<file path="config.mk">
export PLATFORM = sky130hd
export DESIGN_NAME = multicycle_control
export DESIGN_NICKNAME = d
export VERILOG_FILES = /design/src/rtl/rv32i_defs.sv /design/src/rtl/control_out_decode.sv /design/src/rtl/multicycle_control.sv
export SDC_FILE = /design/constraint.sdc
export NUM_CORES = 1
export LEC_CHECK = 0
export BUFFER_PORTS_ARGS = -buffer_cell sky130_fd_sc_hd__buf_2
export CAP_MARGIN = 20
export CORE_ASPECT_RATIO = 1.2
export CORE_MARGIN = 2
export CORE_UTILIZATION = 40
export DETAILED_ROUTE_END_ITERATION = 12
export MAX_ROUTING_LAYER = met4
export PLACE_DENSITY = 0.66
export SETUP_SLACK_MARGIN = 0.3
export SYNTH_ARGS = -nofsm -noshare
export SYNTH_HDL_FRONTEND = slang
export SYNTH_SLANG_ARGS = --single-unit
</file>
<file path="constraint.sdc">
create_clock -name clk -period 3.5 [get_ports clk]
set_input_delay 0.7 -clock clk [delete_from_list [all_inputs] [get_ports clk]]
set_output_delay 0.7 -clock clk [all_outputs]
set_load 0.05 [all_outputs]
</file>
<file path="src/rtl/rv32i_defs.sv">
// Shared encodings for the multi-cycle rv32i control path: states, opcodes,
// ALU/mux select codes and the bundled control-output record.
package rv32i_defs;

   typedef enum logic [3:0] {
      ST_BOOT   = 4'd0,
      ST_FETCH  = 4'd1,
      ST_DECODE = 4'd2,
      ST_EXEC   = 4'd3,
      ST_MEM    = 4'd4,
      ST_WB     = 4'd5,
      ST_HALT   = 4'd6
   } state_e;

   localparam logic [6:0] OP_R      = 7'b0110011;
   localparam logic [6:0] OP_I      = 7'b0010011;
   localparam logic [6:0] OP_LOAD   = 7'b0000011;
   localparam logic [6:0] OP_STORE  = 7'b0100011;
   localparam logic [6:0] OP_BRANCH = 7'b1100011;
   localparam logic [6:0] OP_JAL    = 7'b1101111;
   localparam logic [6:0] OP_JALR   = 7'b1100111;
   localparam logic [6:0] OP_LUI    = 7'b0110111;
   localparam logic [6:0] OP_AUIPC  = 7'b0010111;
   localparam logic [6:0] OP_SYSTEM = 7'b1110011;

   localparam logic [1:0] ALU_ADD    = 2'b00;
   localparam logic [1:0] ALU_BRANCH = 2'b01;
   localparam logic [1:0] ALU_ITYPE  = 2'b10;
   localparam logic [1:0] ALU_RTYPE  = 2'b11;

   localparam logic [1:0] PC_PLUS4 = 2'b00;
   localparam logic [1:0] PC_ALU   = 2'b01;
   localparam logic [1:0] PC_RESET = 2'b11;

   localparam logic [1:0] SRC_A_RS1  = 2'b00;
   localparam logic [1:0] SRC_A_PC   = 2'b01;
   localparam logic [1:0] SRC_A_ZERO = 2'b10;

   localparam logic [1:0] SRC_B_RS2  = 2'b00;
   localparam logic [1:0] SRC_B_IMM  = 2'b01;
   localparam logic [1:0] SRC_B_FOUR = 2'b10;

   localparam logic [1:0] WB_ALU = 2'b00;
   localparam logic [1:0] WB_MEM = 2'b01;
   localparam logic [1:0] WB_PC4 = 2'b10;

   typedef struct packed {
      logic       mem_req;
      logic       mem_we;
      logic       ir_write;
      logic       pc_write;
      logic [1:0] pc_src;
      logic [1:0] alu_op;
      logic [1:0] alu_src_a;
      logic [1:0] alu_src_b;
      logic       reg_write;
      logic [1:0] wb_sel;
      logic       halted;
   } ctrl_t;

   function automatic logic is_legal_op(input logic [6:0] op);
      case (op)
         OP_R, OP_I, OP_LOAD, OP_STORE, OP_BRANCH, OP_JAL, OP_JALR,
         OP_LUI, OP_AUIPC, OP_SYSTEM: return 1'b1;
         default:                     return 1'b0;
      endcase
   endfunction

endpackage

</file>
<file path="src/rtl/control_out_decode.sv">
// Combinational map from controller state and latched opcode to the datapath
// control vector; everything is forced inactive while the core is in reset.
module control_out_decode
   import rv32i_defs::*;
#(
   parameter logic [1:0] RESET_PC_SEL = PC_RESET
) (
   input  logic       active,
   input  state_e     state,
   input  logic [6:0] opcode,
   input  logic       branch_taken,
   input  logic       mem_ready,
   input  logic       boot_last,
   output ctrl_t      ctrl
);

   always_comb begin
      ctrl = '0;
      if (active) begin
         case (state)
            ST_BOOT: begin
               ctrl.pc_src   = RESET_PC_SEL;
               ctrl.pc_write = boot_last;
            end
            ST_FETCH: begin
               ctrl.mem_req = 1'b1;
               if (mem_ready) begin
                  ctrl.ir_write  = 1'b1;
                  ctrl.pc_write  = 1'b1;
                  ctrl.pc_src    = PC_PLUS4;
                  ctrl.alu_src_a = SRC_A_PC;
                  ctrl.alu_src_b = SRC_B_FOUR;
                  ctrl.alu_op    = ALU_ADD;
               end
            end
            ST_EXEC: begin
               case (opcode)
                  OP_R: ctrl.alu_op = ALU_RTYPE;
                  OP_I: begin
                     ctrl.alu_op    = ALU_ITYPE;
                     ctrl.alu_src_b = SRC_B_IMM;
                  end
                  OP_LOAD, OP_STORE: ctrl.alu_src_b = SRC_B_IMM;
                  OP_BRANCH: begin
                     // Target comes from the dedicated imm adder, so the ALU stays on compare.
                     ctrl.alu_op = ALU_BRANCH;
                     if (branch_taken) begin
                        ctrl.pc_write = 1'b1;
                        ctrl.pc_src   = PC_ALU;
                     end
                  end
                  OP_JAL, OP_JALR: begin
                     ctrl.alu_src_a = (opcode == OP_JAL) ? SRC_A_PC : SRC_A_RS1;
                     ctrl.alu_src_b = SRC_B_IMM;
                     ctrl.pc_write  = 1'b1;
                     ctrl.pc_src    = PC_ALU;
                     ctrl.reg_write = 1'b1;
                     ctrl.wb_sel    = WB_PC4;
                  end
                  OP_LUI: begin
                     ctrl.alu_src_a = SRC_A_ZERO;
                     ctrl.alu_src_b = SRC_B_IMM;
                  end
                  OP_AUIPC: begin
                     ctrl.alu_src_a = SRC_A_PC;
                     ctrl.alu_src_b = SRC_B_IMM;
                  end
                  default: ;
               endcase
            end
            ST_MEM: begin
               ctrl.mem_req = 1'b1;
               ctrl.mem_we  = (opcode == OP_STORE);
            end
            ST_WB: begin
               ctrl.reg_write = 1'b1;
               ctrl.wb_sel    = (opcode == OP_LOAD) ? WB_MEM : WB_ALU;
            end
            ST_HALT: ctrl.halted = 1'b1;
            default: ;
         endcase
      end
   end

endmodule

</file>
<file path="src/rtl/multicycle_control.sv">
// Main sequencing FSM of the multi-cycle rv32i core: boot, fetch, decode,
// execute, memory and writeback, with a sticky halt on illegal/system opcodes.
module multicycle_control
   import rv32i_defs::*;
#(
   parameter int         BOOT_CYCLES  = 2,
   parameter logic [1:0] RESET_PC_SEL = 2'b11
) (
   input  logic       clk,
   input  logic       rst,
   input  logic [6:0] opcode,
   input  logic [2:0] fun3,
   input  logic       imm_zero_ebreak,
   input  logic       branch_taken,
   input  logic       mem_ready,
   output logic       mem_req,
   output logic       mem_we,
   output logic       ir_write,
   output logic       pc_write,
   output logic [1:0] pc_src,
   output logic [1:0] alu_op,
   output logic [1:0] alu_src_a,
   output logic [1:0] alu_src_b,
   output logic       reg_write,
   output logic [1:0] wb_sel,
   output logic       halted,
   output logic [3:0] state_dbg
);

   state_e     state;
   logic [3:0] boot_cnt;
   logic [6:0] op_q;
   logic [2:0] fun3_q;
   logic       boot_last;
   logic       sys_ebreak;
   logic       sys_other;
   logic       halt_dec;
   logic       unused_fun3;
   ctrl_t      ctrl;

   assign boot_last  = (boot_cnt == 4'(BOOT_CYCLES - 1));
   // Both SYSTEM flavours stop the core: EBREAK on purpose, anything else as unsupported.
   assign sys_ebreak = (opcode == OP_SYSTEM) &  imm_zero_ebreak;
   assign sys_other  = (opcode == OP_SYSTEM) & ~imm_zero_ebreak;
   assign halt_dec   = !is_legal_op(opcode) | sys_ebreak | sys_other;
   // fun3 is held alongside the opcode for fun3-qualified decode; nothing consumes it yet.
   assign unused_fun3 = ^fun3_q;

   always_ff @(posedge clk or posedge rst) begin
      if (rst) begin
         state    <= ST_BOOT;
         boot_cnt <= '0;
         op_q     <= '0;
         fun3_q   <= '0;
      end else begin
         case (state)
            ST_BOOT: begin
               if (boot_last) state <= ST_FETCH;
               else           boot_cnt <= boot_cnt + 4'd1;
            end
            ST_FETCH: if (mem_ready) state <= ST_DECODE;
            ST_DECODE: begin
               op_q   <= opcode;
               fun3_q <= fun3;
               state  <= halt_dec ? ST_HALT : ST_EXEC;
            end
            ST_EXEC: begin
               case (op_q)
                  OP_R, OP_I, OP_LUI, OP_AUIPC:  state <= ST_WB;
                  OP_LOAD, OP_STORE:             state <= ST_MEM;
                  OP_BRANCH, OP_JAL, OP_JALR:    state <= ST_FETCH;
                  default:                       state <= ST_HALT;
               endcase
            end
            ST_MEM: if (mem_ready) state <= (op_q == OP_LOAD) ? ST_WB : ST_FETCH;
            ST_WB:   state <= ST_FETCH;
            ST_HALT: state <= ST_HALT;
            default: state <= ST_HALT;
         endcase
      end
   end

   control_out_decode #(
      .RESET_PC_SEL(RESET_PC_SEL)
   ) u_decode (
      .active       (!rst),
      .state        (state),
      .opcode       (op_q),
      .branch_taken (branch_taken),
      .mem_ready    (mem_ready),
      .boot_last    (boot_last),
      .ctrl         (ctrl)
   );

   assign mem_req   = ctrl.mem_req;
   assign mem_we    = ctrl.mem_we;
   assign ir_write  = ctrl.ir_write;
   assign pc_write  = ctrl.pc_write;
   assign pc_src    = ctrl.pc_src;
   assign alu_op    = ctrl.alu_op;
   assign alu_src_a = ctrl.alu_src_a;
   assign alu_src_b = ctrl.alu_src_b;
   assign reg_write = ctrl.reg_write;
   assign wb_sel    = ctrl.wb_sel;
   assign halted    = ctrl.halted;
   assign state_dbg = state;

endmodule

</file>
==> results of run 1 <==
[logic make-up after synthesis]
group | after synthesis
adder cells (fa/ha/maj) | 2
other | 1
XOR/XNOR | 3
buffers and inverters | 16
AO/OA/AOI/OAI | 26
multiplexers | 6
flip-flops | 14
AND/OR/NAND/NOR | 56
[final cells by class]
| type | instances | area (um^2) | area share [%] |
|---|---|---|---|
| Clock buffer | 4 | 36.3 | 2.85 |
| Tap cell | 33 | 41.3 | 3.24 |
| Sequential cell | 14 | 350 | 27.5 |
| Inverter | 9 | 33.8 | 2.65 |
| Multi-Input combinational cell | 94 | 658 | 51.7 |
| Timing Repair Buffer | 30 | 153 | 12.0 |
[flip-flops by register name, indices dropped and copies added (netlist names)]
signal and flops:
state_dbg 3, boot_cnt 4, op_q 7
[placed cells by master, fill, tap and decap left out, drive strengths merged, types with 2 or more instances in the layout]
cell     synthesis  final
a2111oi          2      2
nor4             6      6
nor3b            2      2
or3              2      2
a21oi            3      3
or3b             2      2
nor4b            3      3
mux2             6      6
clkbuf           3      4
ha               2      2
nor2             3      3
xnor2            3      3
buf              4     30
nand3            4      4
nand2           16     16
o21ai           10     10
dfrtp           14     14
a211oi           2      2
o31ai            2      2
nand4            2      2
inv              9      9
nor2b            3      3
nor3             8      8
[final timing paths]
| path | depth (start not counted) | end | startpoint |
|---|---|---|---|
| max in group asynchronous | 3 | op_q[1]$_DFFE_PP0P_ | rst |
| min reg2reg | 1 | boot_cnt[3]$_DFFE_PP0P_ | boot_cnt[3]$_DFFE_PP0P_ |
| min | 2 | op_q[6]$_DFFE_PP0P_ | rst |
| min in group clk | 1 | boot_cnt[3]$_DFFE_PP0P_ | boot_cnt[3]$_DFFE_PP0P_ |
| max | 7 | pc_write | boot_cnt[1]$_DFFE_PP0P_ |
| max reg2reg | 3 | op_q[1]$_DFFE_PP0P_ | state_dbg[1]$_DFFE_PP0P_ |
[report_power, final]
part	switching, W	leakage (nW)	internal [W]
Clock	0.0000581	0.0210	0.0000633
Sequential	0.000146	0.169	0.000235
Combinational	0.000292	0.373	0.000188
Total	0.000496	0.563	0.000487
[through the flow]
step                      worst slack (ns)  total power, W  cells  area (um^2)  hold slack [ns]
after floorplan                      0.318        0.000752    124         1080            0.439
after global placement               0.938        0.000847    180         1240            0.452
after detailed placement             0.910        0.000859    180         1240            0.465
after CTS                            0.634        0.000982    184         1270            0.425
after global routing                 0.492         0.00106    184         1270            0.446
final                                0.663        0.000983    184         1270            0.434
[layer usage]
metal | up-vias | GRT usage [%] | routed length, um
met5 | - | - | 0
met4 | 0 | 7.72 | 29
met3 | 4 | 2.25 | 145
met2 | 38 | 28.9 | 1210
met1 | 478 | 23.1 | 1100
li1 | 506 | - | -
==> summary.txt, run 1 <==
Floorplanning
  • I/O pin count: 35
  • Core ar.: 2530 um^2
  • Row count: 20
  • Die ar.: 3070 um^2
  • Die height: 60.3 um
  • Initial Utilization: 41.8%
  • Die width: 50.9 um

Global route
  • Vias in the first global route: 915
  • GRT Residual Overflow: 0
  • Initial antenna violation count: 0
  • Largest net degree at the start of global routing: 16
  • First-pass GRT wire length: 4.07 mm
  • All-Layer GR Usage: 18.1%

Placement
  • IO buf count: 29
  • Final HPWL from detailed placement: 1.91 mm
  • Gpl congestion: 0.858

Timing
  • Setup Viol. Count Final: 0
  • Endpoints failing hold: 0
  • Tmin final: 2.84 ns
  • Worst Skew: 0.0164 ns
  • Final period util: 81.0%
  • Final TNS setup: 0 ns
  • Slew HR: 58.5%
  • Tightest Pin Transition: 0.607 ns
  • RSZ-0062 raised after global routing: false
  • Slew Limit Fails: 0
  • Fmax: 0.353 GHz

Layout
  • Layout cells sized above 1: 35.1%
  • ANT cells: 0
  • Post-layout util: 50.3%
  • Fill cells: 249
  • Final net count: 169
  • Area grow syn2layout: 20.4%

Setup path
  • Slowest CP cell: or3b_2
  • Worst path max stage delay: 0.49 ns
  • Crit path kind: register to output pin
  • Worst-path cell chain: inv_1 -> ha_1 -> or3b_2 -> o21ai_0 -> nand2_1 -> a211oi_1 -> buf_2
  • Required time worst endpoint: 2.80 ns
  • CP Capture Type: output pin
  • Top delay family on crit path: simple AND/OR/NAND/NOR gates
  • Startpoint Class: register
  • CP arrival: 2.14 ns
  • Buf+Inv Stages, Crit Path: 2
  • Reg-to-reg setup timing slack: 1.73 ns
  • Critical path fanouts, max: 4

Route
  • Final ANT Viol Nets: 0
  • Via count: 1026
  • WL/cell: 13.5 um
  • Pre-Repair DR Iteration Count: 4
  • Initial DRC count: 32
  • Final wirelength: 2.49 mm
  • # DRC: 0
  • Via/cell ratio: 5.58

Outcome
  • Outcome: finished, final reports clean

Clock tree
  • Max Buffers Root-to-Sink: 2
  • H-tree levels: 1
  • Total clock sinks: 14
  • Inserted Clock Buffers: 3
  • Post-CTS setup buffer count: 0
  • Worst skew pair latency: 0.29 ns
  • CTS Hold Buffers Added: 0
  • CTS tree: yes
  • CTS resizes: 0
  • Root buf cell: clkbuf_4
  • Clk slew on worst S/H paths: 0.10 ns

Yosys
  • Largest family of logic cells by synthesized area: simple AND/OR/NAND/NOR gates
  • Count leader, synth: nand2_1
  • Area of the mapped netlist: 1060 um^2
  • Flop and latch count out of synthesis: 14
  • Synth Instances: 124
  • Most frequent cells after synthesis: nand2_1 (16), dfrtp_1 (14), o21ai_0 (9)
  • EDFF count, synth: 0
  • Warning count from the yosys run: 0
  • Syn_nets: 141
  • Compound-Gate Fraction of Synth Area: 16.8%
  • Synth Area in Adders: 2.37%
  • Simple-gate share of the synthesized area: 31.7%
  • Asr flop ratio synth: 100%
  • Most used DFF post-synth: dfrtp_1
  • Cell accounting for the most synthesized area: dfrtp_1
  • Syn avg cell area: 8.53 um^2
  • Synth Area in XOR/XNOR: 2.49%
  • Seq/Total Area, Yosys: 33.1%
  • Synth top area cells: dfrtp_1 (33%), mux2_2 (6.4%), nand2_1 (5.7%)
  • Post-synthesis cell type count: 44
  • Post-synth top area share: 33.1%
  • Mux share of post-synthesis cell area: 6.39%

Flow run
  • Max-Cap Viols: 0

Power and ir drop
  • Leakage power: 0.563 nW
  • Peak supply drop: 0.000395 V
  • PwrDens: 772 nW/um^2

Hold path
  • Hold WC Path Type: input pin to asynchronous set/reset pin
(Power assumes the default switching activity.)
==> run 2, diff against run 1 <==
--- a/config.mk
+++ b/config.mk
@@ -12,7 +12,7 @@
 export CORE_UTILIZATION = 40
 export DETAILED_ROUTE_END_ITERATION = 12
 export MAX_ROUTING_LAYER = met4
-export PLACE_DENSITY = 0.66
+export PLACE_DENSITY = 0.68
 export SETUP_SLACK_MARGIN = 0.3
 export SYNTH_ARGS = -nofsm -noshare
 export SYNTH_HDL_FRONTEND = slang
==> constraint.sdc (replaced) <==
create_clock -name clk -period 2.44 [get_ports clk]
set_input_delay 0.488 -clock clk [delete_from_list [all_inputs] [get_ports clk]]
set_output_delay 0.488 -clock clk [all_outputs]
set_load 0.05 [all_outputs]
==> run 2 against run 1 <==
Net effect:
- die area stayed put
- non-clock buffer count up 22
- hold slack got worse by 0.062 ns
- combinational power grew to 2.7 times the previous value
- sequential power rose by 17%
- sequential share of layout area shrank 6.7 points
- largest cell class unchanged
- largest power group unchanged
==> summary.txt, run 2 (synthesis gave the netlist of run 1 again) <==
Setup path
  • Worst-path cell chain: or3_4 -> or3_4 -> nor4_4 -> buf_6
  • CP Capture Type: output pin
  • Required time worst endpoint: 1.95 ns (-0.85 ns)
  • Worst path max stage delay: 0.45 ns (-0.04 ns)
  • Top delay family on crit path: simple AND/OR/NAND/NOR gates
  • Slowest CP cell: dfrtp_2
  • Crit path kind: register to output pin
  • Setup crit start: op_q[3]$_DFFE_PP0P_
  • Startpoint Class: register
  • Buf+Inv Stages, Crit Path: 1 (-1)
  • Critical path fanouts, max: 7 (+3)
  • Worst r2r src: op_q[3]$_DFFE_PP0P_
  • Worst reg2reg path depth: 7 (+4)
  • Reg-to-reg setup timing slack: 0.62 ns (-1.11 ns)
  • CP arrival: 1.89 ns (-0.25 ns)
  • Reg-to-Reg End: state_dbg[0]$_DFFE_PP0P_
  • Cell repeated most along the worst path: or3_4

Timing
  • Slew Limit Fails: 0 (unchanged)
  • RSZ-0062 raised after global routing: true
  • Final worst slack: 0.0579 ns (-0.605 ns)
  • Worst Skew: 0.00399 ns (-0.0125 ns)
  • Final period util: 97.6%
  • Setup Viol. Count Final: 0 (unchanged)
  • Hold slack final: 0.372 ns (-0.0621 ns)
  • Tightest Pin Transition: 0.654 ns (+0.0475 ns)
  • Tmin final: 2.38 ns
  • Endpoints failing hold: 0 (unchanged)
  • Fmax: 0.420 GHz
  • Slew HR: 55.3% (-3.2 points)

Global route
  • First-pass GRT wire length: 4.87 mm (+20%)
  • GR peak layer: met2
  • Largest net degree at the start of global routing: 17 (+1)
  • All-Layer GR Usage: 22.0% (+3.9 points)
  • Met2 usage: 36.7% (+7.8 points)
  • GR Layer Usage met3: 3.75% (+1.5 points)
  • Vias in the first global route: 1054 (+15%)
  • Initial antenna violation count: 0 (unchanged)
  • GRT Residual Overflow: 0 (unchanged)
  • GRT met1 Usage: 26.4% (+3.4 points)

Floorplanning
  • Core ar.: 2530 um^2 (unchanged)
  • Row count: 20 (unchanged)
  • Die width: 50.9 um (unchanged)
  • Die ar.: 3070 um^2 (unchanged)
  • I/O pin count: 35 (unchanged)
  • Initial Utilization: 41.8% (unchanged)
  • Die height: 60.3 um (unchanged)

Route
  • Final wirelength: 3.20 mm (+29%)
  • # DRC: 0 (unchanged)
  • Via/cell ratio: 5.62 (+0.81%)
  • WL/cell: 15.5 um (+15%)
  • Pre-Repair DR Iteration Count: 4 (unchanged)
  • Initial DRC count: 20 (-38%)
  • Via count: 1158 (+13%)
  • Final ANT Viol Nets: 0 (unchanged)

Power and ir drop
  • PwrDens: 1110 nW/um^2 (+44%)
  • Peak supply drop: 0.000585 V (+48%)
  • PnR Total Power: 0.00192 W (+95%)
  • Leakage power: 0.740 nW (+31%)

Clock tree
  • CTS tree: yes
  • Clk slew on worst S/H paths: 0.09 ns (about the same)
  • H-tree levels: 1 (unchanged)
  • CTS Hold Buffers Added: 0 (unchanged)
  • Total clock sinks: 14 (unchanged)
  • Inserted Clock Buffers: 3 (unchanged)
  • Worst skew pair latency: 0.29 ns (about the same)
  • Root buf cell: clkbuf_4
  • Max Buffers Root-to-Sink: 2 (unchanged)

Layout
  • ANT cells: 0 (unchanged)
  • Commonest non-fill, non-tap cell in the layout: buf_4
  • Largest register FFs: 7 (unchanged)
  • Final net count: 191 (+13%)
  • Layout cells sized above 1: 60.7% (+26 points)
  • Top reg by flops: op_q
  • Fill cells: 207 (-17%)
  • Most frequent cells in the layout: buf_4 (20), buf_2 (17), nand2_1 (14)
  • Area grow syn2layout: 62.8%

Outcome
  • Outcome: finished, final reports clean

Flow run
  • Max-Cap Viols: 0 (unchanged)

Placement
  • IO buf count: 29 (unchanged)
  • Final HPWL from detailed placement: 2.14 mm (+13%)
  • Gpl congestion: 0.770 (-10%)
  • Pre-CTS setup slack: 0.229 ns (-0.681 ns)

Hold path
  • Hold WC Path Type: input pin to asynchronous set/reset pin
-- run 2: changes by cell type in the layout (fill, tap and decap cells not counted), sizes merged --
cell | before | now
buf | 30 | 50
inv | 9 | 8
dlymetal6s2s | 0 | 1
clkbuf | 4 | 5
clkinvlp | 0 | 1
-- run 2: how the worst max path moves through the flow --
stage | endpoint | slack [ns] | depth (start not counted)
6_report | mem_we | 0.06 | 4
5_1_grt | mem_we | -0.02 | 4
4_1_cts | mem_we | 0.08 | 4
3_5_place_dp | wb_sel[0] | 0.23 | 4
3_3_place_gp | wb_sel[0] | 0.26 | 4
2_1_floorplan | wb_sel[0] | 0.14 | 3
-- run 2: final cells by class --
class	instances	area [um^2]	area share, %
clock buffers	4	36.3	2.11
repair buffers	52	402	23.3
inverters	9	37.5	2.18
well taps	33	41.3	2.40
multi-input cells	94	847	49.2
flip-flops and latches	14	358	20.8
-- run 2: report_power, final --
group	total, W	leakage [nW]	internal [W]	switching (W)
Sequential	0.000444	0.163	0.000347	0.0000971
Combinational	0.00130	0.556	0.000544	0.000757
Clock	0.000172	0.0210	0.0000910	0.0000807
-- run 2: metrics by stage --
| stage | TNS [ns] | util [%] | instances | instance area, um^2 |
|---|---|---|---|---|
| 6_report | 0 | 68.1 | 206 | 1720 |
| 5_1_grt | -0.0392 | 68.1 | 206 | 1720 |
| 4_1_cts | 0 | 64.4 | 201 | 1630 |
| 3_5_place_dp | 0 | 56.1 | 186 | 1420 |
| 3_3_place_gp | 0 | 56.1 | 186 | 1420 |
| 2_1_floorplan | 0 | - | 124 | 1250 |
-- run 2: worst register-to-register path, stage by stage (launching register included) --
cell and delay, ns:
dfrtp_2 0.45, buf_4 0.15, or3b_4 0.38, buf_6 0.14, buf_4 0.13, nor3_1 0.13, a2111oi_0 0.08, o31ai_1 0.25
-- run 2: metal layers --
layer	share of wire [%]	vias up
met5	0	-
met4	2.0	0
met3	4.3	7
met2	52	44
met1	42	556
li1	-	551
-- run 2: repair_timing --
item,CTS,global route
setup endpoints to repair,12,13
setup buffers,11,5
pin swaps,6,5
resized for setup,31,14
